$ cat config.mk
export PLATFORM = sky130hd
export DESIGN_NAME = cube_color_tracker
export DESIGN_NICKNAME = d
export VERILOG_FILES = /design/src/rtl/cube_color_tracker.sv
export SDC_FILE = /design/constraint.sdc
export NUM_CORES = 1
export LEC_CHECK = 0
export CORE_AREA = 2 2 121 123
export CTS_BUF_LIST = sky130_fd_sc_hd__clkbuf_8
export DETAILED_ROUTE_END_ITERATION = 8
export DIE_AREA = 0 0 123 125
export PLACE_DENSITY = 0.88
export SLEW_MARGIN = 20
export SYNTH_ARGS = -nofsm -noshare
export SYNTH_HDL_FRONTEND = slang
export SYNTH_SLANG_ARGS = --single-unit
$ cat constraint.sdc
create_clock -name CLK_33 -period 13.12 [get_ports CLK_33]
set_input_delay 2.624 -clock CLK_33 [delete_from_list [all_inputs] [get_ports CLK_33]]
set_output_delay 2.624 -clock CLK_33 [all_outputs]
set_load 0.005 [all_outputs]
$ cat src/rtl/cube_color_tracker.sv
// Pyramid cube colour tracker: applies Q*bert landings to per-cube colour bits,
// counts coloured cubes, flags a level win and exposes state over Avalon-MM.
module cube_color_tracker #(
  parameter int unsigned N_CUBE = 28,
  parameter int unsigned IDX_W  = 5
) (
  input  logic              CLK_33,
  input  logic              reset,
  input  logic              done_move,
  input  logic [N_CUBE-1:0] position_qb,
  input  logic              e_start_qb,
  input  logic              e_pause_qb,
  input  logic [1:0]        avs_address,
  input  logic              avs_read,
  input  logic              avs_write,
  input  logic [31:0]       avs_writedata,
  output logic [31:0]       avs_readdata,
  output logic [N_CUBE-1:0] color_state,
  output logic [IDX_W-1:0]  colored_count,
  output logic              land_valid,
  output logic [IDX_W-1:0]  land_index,
  output logic              win_pulse,
  output logic              win_flag
);

  typedef enum logic [1:0] {StIdle, StDecode, StUpdate, StWon} state_e;

  state_e              r_state, w_state_d;
  logic                r_done_d;
  logic [N_CUBE-1:0]   r_pos;
  logic [IDX_W-1:0]    r_idx;
  logic [N_CUBE-1:0]   r_color;
  logic [IDX_W-1:0]    r_count;
  logic                r_land_valid;
  logic [IDX_W-1:0]    r_land_index;
  logic                r_win_pulse;
  logic                r_win_flag;
  logic                r_overrun;
  logic                r_invalid;
  logic                r_toggle;
  logic [15:0]         r_landings;
  logic [31:0]         r_readdata;

  logic                w_edge;
  logic                w_accept;
  logic                w_wr_color;
  logic                w_wr_status;
  logic                w_wr_ctrl;
  logic                w_clear;
  logic                w_color_drop;
  logic                w_win;
  logic                w_onehot;
  logic [IDX_W-1:0]    w_idx;
  logic [IDX_W-1:0]    w_popcnt;
  logic [31:0]         w_status;
  logic                w_unused;

  assign w_edge       = done_move & ~r_done_d;
  assign w_accept     = (r_state == StIdle) & w_edge & ~e_pause_qb;
  assign w_wr_color   = avs_write & (avs_address == 2'd0);
  assign w_wr_status  = avs_write & (avs_address == 2'd1);
  assign w_wr_ctrl    = avs_write & (avs_address == 2'd2);
  assign w_clear      = e_start_qb | (w_wr_ctrl & avs_writedata[1]);
  assign w_color_drop = w_wr_color & ~(&avs_writedata[N_CUBE-1:0]);
  assign w_onehot     = $onehot(r_pos);
  assign w_unused     = ^avs_writedata[31:N_CUBE];

  // The count lags the colour vector by a cycle, so also require the live vector to be
  // full; otherwise the stale count right after a clear or COLOR write would re-trigger.
  assign w_win = (r_count == IDX_W'(N_CUBE)) & ~r_win_flag & ~w_clear & ~w_color_drop &
                 (&r_color);

  always_comb begin
    w_idx    = '0;
    w_popcnt = '0;
    for (int i = 0; i < N_CUBE; i++) begin
      if (r_pos[i]) w_idx = IDX_W'(i);
      w_popcnt = w_popcnt + IDX_W'(r_color[i]);
    end
  end

  always_comb begin
    w_status             = '0;
    w_status[IDX_W-1:0]  = r_count;
    w_status[8]          = r_win_flag;
    w_status[9]          = r_overrun;
    w_status[10]         = r_invalid;
  end

  always_ff @(posedge CLK_33 or negedge reset) begin
    if (!reset) r_state <= StIdle;
    else        r_state <= w_state_d;
  end

  always_comb begin
    w_state_d = r_state;
    unique case (r_state)
      StIdle:   if (w_accept) w_state_d = StDecode;
      StDecode: w_state_d = w_onehot ? StUpdate : StIdle;
      StUpdate: w_state_d = StIdle;
      StWon:    if (w_color_drop) w_state_d = StIdle;
      default:  w_state_d = StIdle;
    endcase
    if (w_win)   w_state_d = StWon;
    if (w_clear) w_state_d = StIdle;
  end

  always_ff @(posedge CLK_33 or negedge reset) begin
    if (!reset) begin
      r_done_d     <= 1'b0;
      r_pos        <= '0;
      r_idx        <= '0;
      r_color      <= '0;
      r_count      <= '0;
      r_land_valid <= 1'b0;
      r_land_index <= '0;
      r_win_pulse  <= 1'b0;
      r_win_flag   <= 1'b0;
      r_overrun    <= 1'b0;
      r_invalid    <= 1'b0;
      r_toggle     <= 1'b0;
      r_landings   <= '0;
      r_readdata   <= '0;
    end else begin
      r_done_d     <= done_move;
      r_count      <= w_popcnt;
      r_land_valid <= (r_state == StUpdate);
      r_win_pulse  <= w_win;

      if (w_accept)            r_pos <= position_qb;
      if (r_state == StDecode) r_idx <= w_idx;

      // A COLOR write overrides the colour change of a simultaneous landing.
      if (w_clear)                   r_color <= '0;
      else if (w_wr_color)           r_color <= avs_writedata[N_CUBE-1:0];
      else if (r_state == StUpdate)  r_color[r_idx] <= r_toggle ? ~r_color[r_idx] : 1'b1;

      if (r_state == StUpdate) r_land_index <= r_idx;

      if (w_clear)
        r_landings <= '0;
      else if (r_state == StUpdate && r_landings != 16'hFFFF)
        r_landings <= r_landings + 16'd1;

      if (w_clear)                                r_win_flag <= 1'b0;
      else if (w_win)                             r_win_flag <= 1'b1;
      else if (r_state == StWon && w_color_drop)  r_win_flag <= 1'b0;

      if (w_clear)                                          r_overrun <= 1'b0;
      else if (w_edge && (r_state == StDecode || r_state == StUpdate)) r_overrun <= 1'b1;
      else if (w_wr_status && avs_writedata[9])             r_overrun <= 1'b0;

      if (w_clear)                                r_invalid <= 1'b0;
      else if (r_state == StDecode && !w_onehot)  r_invalid <= 1'b1;
      else if (w_wr_status && avs_writedata[10])  r_invalid <= 1'b0;

      if (w_wr_ctrl) r_toggle <= avs_writedata[0];

      if (avs_read) begin
        case (avs_address)
          2'd0:    r_readdata <= {{(32-N_CUBE){1'b0}}, r_color};
          2'd1:    r_readdata <= w_status;
          2'd2:    r_readdata <= {31'd0, r_toggle};
          default: r_readdata <= {16'd0, r_landings};
        endcase
      end
    end
  end

  assign avs_readdata  = r_readdata;
  assign color_state   = r_color;
  assign colored_count = r_count;
  assign land_valid    = r_land_valid;
  assign land_index    = r_land_index;
  assign win_pulse     = r_win_pulse;
  assign win_flag      = r_win_flag;

endmodule

==> results of run 1 <==
-- synth_stat cells, types with 21 or more instances --
| master | number |
|---|---|
| ha_1 | 22 |
| fa_1 | 40 |
| nand3_1 | 33 |
| nor2_1 | 78 |
| o21ai_0 | 52 |
| mux2_2 | 30 |
| inv_1 | 97 |
| clkbuf_1 | 37 |
| nand2_1 | 39 |
| dfrtp_1 | 124 |
| a21oi_1 | 44 |
| nand4_1 | 21 |
-- metal layers --
metal  vias up  GRT usage  part of all wire
met5         -          0                 0
met4         0      0.161             0.048
met3        76     0.0707              0.10
met2       460      0.477              0.47
met1      3499      0.414              0.39
li1       3235          -                 -
-- registers in the layout, summed over array words and instances, names as in the netlist --
| signal | flops |
|---|---|
| win_pulse | 1 |
| land_valid | 1 |
| win_flag | 1 |
| r_invalid | 1 |
| r_overrun | 1 |
| land_index | 5 |
| r_idx | 5 |
| colored_count | 5 |
| r_toggle | 1 |
| color_state | 28 |
| r_done_d | 1 |
| r_state | 2 |
| r_landings | 16 |
| avs_readdata | 28 |
| r_pos | 28 |
-- kinds of logic (layout without fill, tap and decap cells) --
family                   Yosys count  after routing  share of synthesized area
AND/OR/NAND/NOR                  253            253                      0.160
buffers and inverters            151            268                     0.0734
XOR/XNOR                          15             15                     0.0162
multiplexers                      43             43                     0.0666
flip-flops                       124            124                      0.383
adder cells (fa/ha/maj)           62             62                      0.133
AO/OA/AOI/OAI                    204            204                      0.167
other                              1              4                   0.000463
-- critical path: stages, from the launching register on --
cell,delay (ns)
dfrtp_1,0.46
fa_1,0.56
inv_1,0.05
fa_1,0.48
inv_1,0.05
fa_1,0.46
fa_1,0.51
inv_1,0.05
fa_1,0.46
fa_1,0.49
inv_1,0.04
ha_1,0.21
fa_1,0.44
nor4b_1,0.36
o21ai_0,0.12
a21oi_1,0.21
a311o_1,0.18
-- layout by cell type, fill, tap and decap left out, drive strengths merged, types with 22 or more instances in the layout --
| master | n |
|---|---|
| nand3 | 33 |
| clkdlybuf4s50 | 132 |
| mux2 | 31 |
| a21oi | 46 |
| o21ai | 55 |
| fa | 40 |
| nor2 | 78 |
| nand2 | 39 |
| ha | 22 |
| inv | 100 |
| dfrtp | 124 |
-- power by group through the flow --
stage / Clock (mW) / Sequential [mW] / Combinational, mW
floorplan: 0 / 0.467 / 0.921
global placement: 0 / 0.493 / 1.11
detailed placement: 0 / 0.495 / 1.19
CTS: 0.386 / 0.488 / 1.22
global route: 0.400 / 0.497 / 1.41
finish: 0.383 / 0.492 / 1.22
-- cell type report --
class                      instances  area [um2]
multi-input combinational        581        4420
tap                              184         230
clock buffer                      19         262
fill                            1049        4260
inverter                          97         364
sequential                       124        3100
timing repair buffer             141        1390
clock inverter                    11         176
-- metrics by stage --
stage | setup WS [ns] | cells | cell area (um2)
after detailed placement | 7.72 | 1127 | 9510
final | 7.94 | 1157 | 9950
after CTS | 7.92 | 1157 | 9950
after global placement | 7.74 | 1127 | 9510
after floorplan | 8.23 | 856 | 8100
after global routing | 7.75 | 1157 | 9950
-- final timing paths --
path                                         to  cells after the start  slack, ns       from
worst max-delay path                 r_state[1]                     16       7.94  r_pos[11]
worst min-delay path                  r_invalid                      2       0.50  r_invalid
worst max register to register       r_state[1]                     16       7.94  r_pos[11]
worst min register to register        r_invalid                      2       0.50  r_invalid
max in group asynchronous         land_index[4]                      2       9.52      reset
min in group asynchronous       avs_readdata[7]                      1       2.26      reset
==> reports/qor.tcl, run 1 <==
set qor(layout.core_utilization) 0.700
set qor(power_density_mw_per_mm2) 211
set qor(post_synth_num_cell_types) 74
set qor(cp_max_fo) 5
set qor(drv_slew) 0
set qor(synth-warning-count) 0
set qor(finClkSkew_ns) 0.00806
set qor(hp-class) {reg2reg}
set qor(seq_power_share) 0.235
set qor(internal_power_mw) 1.20
set qor(power.combinational.fraction) 0.583
set qor(share_of_flip_flops_with_an_asynchronous_set_or_reset_after_synthesis) 1.00
set qor(worst-endpoint-required_ns) 13.51
set qor(design.portCount) 142
set qor(yosys_most_used_dff) {dfrtp_1}
set qor(total_net_switching_power_mw) 0.899
set qor(routed_wl_um) 22900
set qor(synth.largest_area_cell) {dfrtp_1}
set qor(die_w_um) 123
set qor(ctsRootBufferMaster) {clkbuf_8}
set qor(synth.ff_latch_count) 124
set qor(grt_first_pass_wirelength_um) 36900
set qor(routabilityCongestion) 0.949
set qor(cts_repair_resize_count) 0
set qor(cp-start-kind) {flip-flop}
set qor(total_negative_setup_slack_ns) 0
set qor(num_antenna_cells) 0
set qor(clkSlewWorstSetupHoldPaths_ns) 0.07
set qor(remaining_routing_drc_violations) 0
set qor(power.total_mw) 2.10
set qor(hold_violations) 0
set qor(cts.repair_timing.setup_buffer_count) 0
set qor(power.share.switching) 0.429
set qor(synth_edf_count) 0
set qor(timing.slew.headroom) 0.258
set qor(grt_antenna_before_repair) 0
set qor(placementRows) 44
set qor(die_height_um) 125
set qor(run_status) {finished, final reports clean}
set qor(crit_type) {reg2reg}
set qor(drt-initial-drc-count) 877
set qor(placeable_area_mm2) 0.0142
set qor(arrival_ns) 5.58
set qor(ant_nets) 0
set qor(area_delta_synth_final_pct) 22.9
set qor(p_clk_frac) 0.183
set qor(holdWs_ns) 0.501
set qor(final_layout_size_suffix_gt1_frac) 0.0874
set qor(design.die.area_mm2) 0.0154
set qor(finalNetCount) 1093
set qor(finalCriticalPeriod_ns) 5.18
set qor(worst-slew-pin-transition_ns) 1.11
set qor(via_count) 7270
set qor(critical_path.endpoint_type) {flip-flop}
set qor(finalCritPeriodShare) 0.395
set qor(synthDominantCellAreaShare) 0.383
set qor(detailedRoute.firstPassIterationCount) 6
set qor(synth-seq-area-share) 0.383
set qor(grt_start_max_net_pins) 64
set qor(final-setup-viol-count) 0
set qor(routed_wire_length_per_instance_um) 19.8
set qor(grt_use_total) 0.311
set qor(clkSinkCount) 124
set qor(max-cap-violations) 0
set qor(synth_top_cells_by_area) {dfrtp_1, fa_1, inv_1}
set qor(tritoncts) {yes}
set qor(syn_area_per_cell_um2) 9.49
set qor(buffer_depth_of_the_longest_clock_path) 2
set qor(effective_utilization_at_floorplan) 0.570
set qor(power_leakage_nw) 4.13
set qor(synth.cell_area_mm2) 0.00809
set qor(grt_overflow_total) 0
set qor(first_global_vias) 7134
set qor(via_per_inst) 6.28
set qor(hold_buffers) 0
set qor(dpl.hpwl_um) 16400
set qor(rsz0062_at_grt) {false}
set qor(clk_latency_ns) 0.45
set qor(cts.htree.levels) 4
set qor(synthCells) 853
set qor(cts_buffers) 17
set qor(max-vdd-ir-drop_v) 0.000326
set qor(io_buffers) 133
set qor(max_freq_ghz) 0.193
No activity file was read; power rests on OpenSTA's default activity.
==> run 2, diff against run 1 <==
Settings changed: CORE_AREA 2 2 121 123 to 2 2 131 133, DIE_AREA 0 0 123 125 to 0 0 133 135, PLACE_DENSITY 0.88 to 0.8.
Clock period 13.12 ns to 4.71 ns, I/O delays scaled along.
==> reports/qor.tcl, run 2 (synthesized netlist as in run 1, its figures left out) <==
set qor(run_status) {finished, violations left} ;# was finished, final reports clean
set qor(failed_checks) {negative setup slack}
set qor(grt_start_max_net_pins) 51 ;# was 64
set qor(placeable_area_mm2) 0.0164 ;# was 0.0142 mm2
set qor(drt-initial-drc-count) 695 ;# was 877
set qor(holdWs_ns) 0.502 ;# was 0.501 ns
set qor(finalNetCount) 1138 ;# was 1093
set qor(rsz0062_at_grt) {true} ;# was false
set qor(final-setup-viol-count) 2 ;# was 0
set qor(routed_wire_length_per_instance_um) 19.1 ;# was 19.8 um
set qor(post-place-cells) 1206 ;# was 1127
set qor(final_design_area_no_fill_mm2) 0.0104 ;# was 0.00995 mm2
set qor(effective_utilization_at_floorplan) 0.493 ;# was 0.570
set qor(total_net_switching_power_mw) 2.73 ;# was 0.899 mW
set qor(cts.htree.levels) 4 ;# unchanged
set qor(crit_path_cell_trace) {fa_1 > fa_1 > inv_1 > fa_1 > inv_1 > fa_1 > inv_1 > fa_1 > fa_1 > inv_2 > ha_4 > fa_2 > nand4_1 > nor3_1 > nor3_1 > a21oi_1 > a311o_1} ;# was fa_1 > inv_1 > fa_1 > inv_1 > fa_1 > fa_1 > inv_1 > fa_1 > fa_1 > inv_1 > ha_1 > fa_1 > nor4b_1 > o21ai_0 > a21oi_1 > a311o_1
set qor(seq_power_share) 0.216 ;# was 0.235
set qor(design.die.area_mm2) 0.0180 ;# was 0.0154 mm2
set qor(clk_latency_ns) 0.45 ;# about the same
set qor(design.portCount) 142 ;# unchanged
set qor(layout.core_utilization) 0.634 ;# was 0.700
set qor(dp_worst_setup_slack_ns) -0.268 ;# was 7.72 ns
set qor(internal_power_mw) 3.61 ;# was 1.20 mW
set qor(hp-class) {in2async} ;# was reg2reg
set qor(max-cap-violations) 0 ;# unchanged
set qor(max_freq_ghz) 0.201 ;# was 0.193 GHz
set qor(crit_type) {reg2reg} ;# unchanged
set qor(cp-start-kind) {flip-flop} ;# unchanged
set qor(rr_startpoint) {r_pos[27]} ;# was r_pos[11]
set qor(reg2reg_to) {r_state[1]} ;# unchanged
set qor(tritoncts) {yes} ;# unchanged
set qor(buffer_depth_of_the_longest_clock_path) 2 ;# unchanged
set qor(clkSlewWorstSetupHoldPaths_ns) 0.08 ;# was 0.07 ns
set qor(io_buffers) 133 ;# unchanged
set qor(ctsRootBufferMaster) {clkbuf_8} ;# unchanged
set qor(worst-endpoint-required_ns) 5.05 ;# was 13.51 ns
set qor(power.share.switching) 0.430 ;# was 0.429
set qor(drv_slew) 0 ;# unchanged
set qor(final_critical_path_setup_slack_ns) -0.256 ;# was 7.94 ns
set qor(area_delta_synth_final_pct) 28.5 ;# was 22.9%
set qor(detailedRoute.firstPassIterationCount) 5 ;# was 6
set qor(worst-slew-pin-transition_ns) 0.999 ;# was 1.11 ns
set qor(dpl.hpwl_um) 17700 ;# was 16400 um
set qor(die_height_um) 135 ;# was 125 um
set qor(grt_overflow_total) 0 ;# unchanged
set qor(die_w_um) 133 ;# was 123 um
set qor(power_leakage_nw) 4.36 ;# was 4.13 nW
set qor(placed_area_mm2) 0.00989 ;# was 0.00951 mm2
set qor(cp_common_cell) {fa_1} ;# unchanged
set qor(grt_first_pass_wirelength_um) 38400 ;# was 36900 um
set qor(timing.slew.headroom) 0.334 ;# was 0.258
set qor(finalCriticalPeriod_ns) 4.97 ;# was 5.18 ns
set qor(ant_nets) 0 ;# unchanged
set qor(slowest_delay_ns) 0.54 ;# was 0.56 ns
set qor(via_per_inst) 5.97 ;# was 6.28
set qor(via_count) 7400 ;# was 7270
set qor(cts_buffers) 17 ;# unchanged
set qor(power_density_mw_per_mm2) 610 ;# was 211 mW/mm2
set qor(routed_wl_um) 23700 ;# was 22900 um
set qor(first_global_vias) 7322 ;# was 7134
set qor(power.total_mw) 6.34 ;# was 2.10 mW
set qor(routabilityCongestion) 0.969 ;# was 0.949
set qor(fillers) 1298 ;# was 1049
set qor(max-vdd-ir-drop_v) 0.00116 ;# was 0.000326 V
set qor(power.combinational.fraction) 0.604 ;# was 0.583
set qor(remaining_routing_drc_violations) 0 ;# unchanged
set qor(hold_violations) 0 ;# unchanged
set qor(grt_use_total) 0.274 ;# was 0.311
set qor(finClkSkew_ns) 0.0113 ;# was 0.00806 ns
set qor(cp_max_fo) 3 ;# was 5
set qor(rrSetupSlack_ns) -0.26 ;# was 7.94 ns
set qor(p_clk_frac) 0.179 ;# was 0.183
set qor(final_cell_mix) {clkdlybuf4s50_1, dfrtp_1, inv_1} ;# unchanged
set qor(final_layout_size_suffix_gt1_frac) 0.137 ;# was 0.0874
set qor(critical_path.endpoint_type) {flip-flop} ;# unchanged
set qor(arrival_ns) 5.31 ;# was 5.58 ns
set qor(finalCritPeriodShare) 1.05 ;# was 0.395
set qor(grt_antenna_before_repair) 0 ;# unchanged
set qor(critical-path-slowest-cell) {fa_1} ;# unchanged
set qor(num_antenna_cells) 0 ;# unchanged
set qor(placementRows) 47 ;# was 44
set qor(most_common_cell_after_layout_fill_and_taps_aside) {clkdlybuf4s50_1} ;# unchanged
set qor(clkSinkCount) 124 ;# unchanged
set qor(ff2ff_path_depth) 17 ;# was 16
set qor(total_negative_setup_slack_ns) -0.502 ;# was 0 ns
set qor(finalNonFillerCells) 1240 ;# was 1157
## run 2: how the worst max path moves through the flow
stage	start	endpoint	slack, ns	cells after the start
detailed placement	r_pos[25]	r_state[1]	-0.27	16
floorplan	r_pos[25]	r_state[1]	-0.08	17
global route	r_pos[11]	r_invalid	-0.45	16
finish	r_pos[27]	r_state[1]	-0.26	17
global placement	r_pos[25]	r_state[1]	-0.19	17
CTS	r_pos[27]	r_state[1]	-0.26	16
## run 2: power groups by stage
stage	Clock, mW	Combinational [mW]	Sequential (mW)
global placement	0	3.40	1.38
floorplan	0	2.67	1.30
global route	1.19	4.39	1.39
finish	1.14	3.83	1.37
detailed placement	0	3.61	1.39
CTS	1.15	3.78	1.37
## run 2: layout make-up
cell class                 count  area, um2  area share
tap                          220        275      0.0265
sequential                   124       3100       0.298
clock inverter                14        233      0.0224
clock buffer                  18        248      0.0238
multi-input combinational    581       4450       0.428
timing repair buffer         186       1730       0.166
inverter                      97        364      0.0350
## run 2: critical path, delay by kind of cell (launching register included)
kind,cells,cell delay [ns]
AND/OR/NAND/NOR,3,0.31
adder cells (fa/ha/maj),8,3.56
buffers and inverters,4,0.20
flip-flops,1,0.40
AO/OA/AOI/OAI,2,0.38
## run 2: per-layer routing
| metal | global-route usage | share of wire | vias to the layer above |
|---|---|---|---|
| met3 | 0.0563 | 0.095 | 68 |
| met2 | 0.437 | 0.47 | 451 |
| li1 | - | - | 3318 |
| met5 | 0 | 0 | - |
| met1 | 0.366 | 0.40 | 3563 |
| met4 | 0.119 | 0.037 | 0 |
## run 2: repair_timing
item | in CTS | in global routing
endpoints found under the setup margin | 2 | 3
setup buffers | 1 | 1
pin swaps | 3 | 0
hold buffers | 0 | 0
gates resized for setup | 2 | 1
==> run 3, diff against run 2 <==
Settings changed: CELL_PAD_IN_SITES_DETAIL_PLACEMENT set to 1, CELL_PAD_IN_SITES_GLOBAL_PLACEMENT set to 2, CORE_AREA 2 2 131 133 to 2 2 165 167, DIE_AREA 0 0 133 135 to 0 0 167 169, PLACE_DENSITY 0.8 to 0.81.
==> reports/qor.tcl, run 3 (synthesized netlist as in run 1, its figures left out) <==
set qor(run_status) {finished, violations left} ;# unchanged
set qor(failed_checks) {negative setup slack} ;# unchanged
set qor(finalCritPeriodShare) 1.05 ;# about the same
set qor(routed_wire_length_per_instance_um) 20.8 ;# was 19.1 um
set qor(max_freq_ghz) 0.203 ;# was 0.201 GHz
set qor(worst_setup_path_endpoint) {r_state[1]} ;# unchanged
set qor(hold_violations) 0 ;# unchanged
set qor(crit_path_cell_trace) {fa_1 > inv_2 > fa_1 > inv_2 > fa_1 > fa_1 > inv_1 > fa_1 > fa_1 > inv_2 > ha_4 > fa_2 > nand4_1 > nor3_1 > nor3_1 > a21oi_2 > a311o_1} ;# was fa_1 > fa_1 > inv_1 > fa_1 > inv_1 > fa_1 > inv_1 > fa_1 > fa_1 > inv_2 > ha_4 > fa_2 > nand4_1 > nor3_1 > nor3_1 > a21oi_1 > a311o_1
set qor(finClkSkew_ns) 0.0216 ;# was 0.0113 ns
set qor(final_cell_mix) {clkdlybuf4s50_1, dfrtp_1, inv_1} ;# unchanged
set qor(tritoncts) {yes} ;# unchanged
set qor(routed_wl_um) 28400 ;# was 23700 um
set qor(ctsRootBufferMaster) {clkbuf_8} ;# unchanged
set qor(placeable_area_mm2) 0.0265 ;# was 0.0164 mm2
set qor(post-place-cells) 1331 ;# was 1206
set qor(detailedRoute.firstPassIterationCount) 7 ;# was 5
set qor(timing.critical_path.depth) 17 ;# unchanged
set qor(grt_antenna_before_repair) 2 ;# was 0
set qor(slowest_delay_ns) 0.58 ;# was 0.54 ns
set qor(grt_overflow_total) 0 ;# unchanged
set qor(fillers) 3035 ;# was 1298
set qor(final_critical_path_setup_slack_ns) -0.225 ;# was -0.256 ns
set qor(dpl.hpwl_um) 21300 ;# was 17700 um
set qor(buffer_depth_of_the_longest_clock_path) 2 ;# unchanged
set qor(clkSinkCount) 124 ;# unchanged
set qor(worst-slew-pin-transition_ns) 1.02 ;# was 0.999 ns
set qor(cts.htree.levels) 4 ;# unchanged
set qor(rr_startpoint) {r_pos[11]} ;# was r_pos[27]
set qor(first_global_vias) 7591 ;# was 7322
set qor(arrival_ns) 5.30 ;# was 5.31 ns
set qor(most_common_cell_after_layout_fill_and_taps_aside) {clkdlybuf4s50_1} ;# unchanged
set qor(startpoint) {r_pos[11]} ;# was r_pos[27]
set qor(rsz0062_at_grt) {true} ;# unchanged
set qor(power_density_mw_per_mm2) 657 ;# was 610 mW/mm2
set qor(finalCriticalPeriod_ns) 4.94 ;# was 4.97 ns
set qor(critical-path-slowest-cell) {fa_1} ;# unchanged
set qor(remaining_routing_drc_violations) 0 ;# unchanged
set qor(via_count) 7344 ;# was 7400
set qor(rrSetupSlack_ns) -0.23 ;# was -0.26 ns
set qor(crit_buf_inv) 4 ;# unchanged
set qor(drt-initial-drc-count) 551 ;# was 695
set qor(clkSlewWorstSetupHoldPaths_ns) 0.10 ;# was 0.08 ns
set qor(max-vdd-ir-drop_v) 0.000788 ;# was 0.00116 V
set qor(cp-start-kind) {flip-flop} ;# unchanged
set qor(cp_common_cell) {fa_1} ;# unchanged
set qor(die_w_um) 167 ;# was 133 um
set qor(reg2reg_to) {r_state[1]} ;# unchanged
set qor(grt_start_max_net_pins) 74 ;# was 51
set qor(via_per_inst) 5.37 ;# was 5.97
set qor(routabilityCongestion) 0.861 ;# was 0.969
set qor(final_layout_size_suffix_gt1_frac) 0.152 ;# was 0.137
set qor(die_height_um) 169 ;# was 135 um
set qor(dp_worst_setup_slack_ns) -0.278 ;# was -0.268 ns
set qor(critical_path.endpoint_type) {flip-flop} ;# unchanged
set qor(effective_utilization_at_floorplan) 0.305 ;# was 0.493
set qor(layout.core_utilization) 0.398 ;# was 0.634
set qor(area_delta_synth_final_pct) 30.5 ;# was 28.5%
set qor(power_leakage_nw) 4.35 ;# was 4.36 nW
set qor(max-cap-violations) 0 ;# unchanged
set qor(cts_buffers) 17 ;# unchanged
set qor(io_buffers) 133 ;# unchanged
set qor(cp_max_fo) 3 ;# unchanged
set qor(clk_latency_ns) 0.48 ;# was 0.45 ns
set qor(design.portCount) 142 ;# unchanged
set qor(design.die.area_mm2) 0.0282 ;# was 0.0180 mm2
set qor(grt_use_total) 0.206 ;# was 0.274
set qor(finalNetCount) 1142 ;# was 1138
set qor(grt_first_pass_wirelength_um) 44700 ;# was 38400 um
set qor(finalNonFillerCells) 1367 ;# was 1240
set qor(placementRows) 60 ;# was 47
set qor(cpLargestDelayFamily) {adder cells} ;# unchanged
set qor(final-setup-viol-count) 2 ;# unchanged
set qor(final_design_area_no_fill_mm2) 0.0106 ;# was 0.0104 mm2
set qor(timing.slew.headroom) 0.320 ;# was 0.334
set qor(placed_area_mm2) 0.0101 ;# was 0.00989 mm2
set qor(hp-class) {reg2reg} ;# was in2async
set qor(hold_buffers) 0 ;# unchanged
set qor(crit_type) {reg2reg} ;# unchanged
set qor(ant_nets) 0 ;# unchanged
set qor(drv_slew) 0 ;# unchanged
set qor(ff2ff_path_depth) 17 ;# unchanged
set qor(worst-endpoint-required_ns) 5.08 ;# was 5.05 ns
[run 3: worst min-delay path by stage]
stage / start / cells past startpoint / slack, ns / end
6_report: land_index[0] / 1 / 0.52 / land_index[0]
4_1_cts: land_index[0] / 1 / 0.52 / land_index[0]
3_3_place_gp: avs_readdata[0] / 1 / 0.49 / avs_readdata[0]
3_5_place_dp: avs_readdata[0] / 1 / 0.50 / avs_readdata[0]
2_1_floorplan: r_invalid / 2 / 0.46 / r_invalid
5_1_grt: land_index[0] / 1 / 0.54 / land_index[0]
[run 3: power by group]
part	switching, mW	total, mW	internal, mW
clock	0.568	1.01	0.446
sequential	0.181	1.36	1.18
combinational	2.47	4.57	2.09
[run 3: repair_timing]
action / CTS / global route
resized for setup: 5 / 13
gates cloned: 0 / 0
endpoints found under the setup margin: 2 / 3
pin swaps: 11 / 6
setup buffers: 1 / 1
[run 3: cell type report]
class / instances / area (um2) / area share
inverter: 97 / 364 / 0.0345
multi-input combinational: 581 / 4500 / 0.426
clock inverter: 15 / 168 / 0.0159
timing repair buffer: 190 / 1760 / 0.166
tap: 341 / 427 / 0.0404
antenna: 2 / 5.00 / 0.000474
sequential: 124 / 3100 / 0.294
clock buffer: 17 / 234 / 0.0222
[run 3: worst register-to-register path: stages, from the launching register on]
cell	delay (ns)
dfrtp_1	0.41
fa_1	0.58
inv_2	0.05
fa_1	0.49
inv_2	0.04
fa_1	0.46
fa_1	0.49
inv_1	0.05
fa_1	0.46
fa_1	0.53
inv_2	0.04
ha_4	0.15
fa_2	0.38
nand4_1	0.09
nor3_1	0.05
nor3_1	0.22
a21oi_2	0.09
a311o_1	0.26
[run 3: layer usage]
| metal | up-vias | GRT usage | share of wire |
|---|---|---|---|
| met2 | 251 | 0.338 | 0.48 |
| met5 | - | 0 | 0 |
| met3 | 39 | 0.0402 | 0.054 |
| met4 | 0 | 0.0562 | 0.018 |
| li1 | 3337 | - | - |
| met1 | 3717 | 0.278 | 0.45 |
[run 3: per-stage QoR]
| stage | setup TNS, ns | hold slack [ns] | power [mW] |
|---|---|---|---|
| 2_1_floorplan | -0.128 | 0.464 | 3.97 |
| 3_3_place_gp | -0.425 | 0.492 | 4.95 |
| 3_5_place_dp | -0.556 | 0.503 | 5.19 |
| 4_1_cts | -0.405 | 0.524 | 6.41 |
| 5_1_grt | -0.765 | 0.542 | 7.52 |
| 6_report | -0.324 | 0.516 | 6.94 |
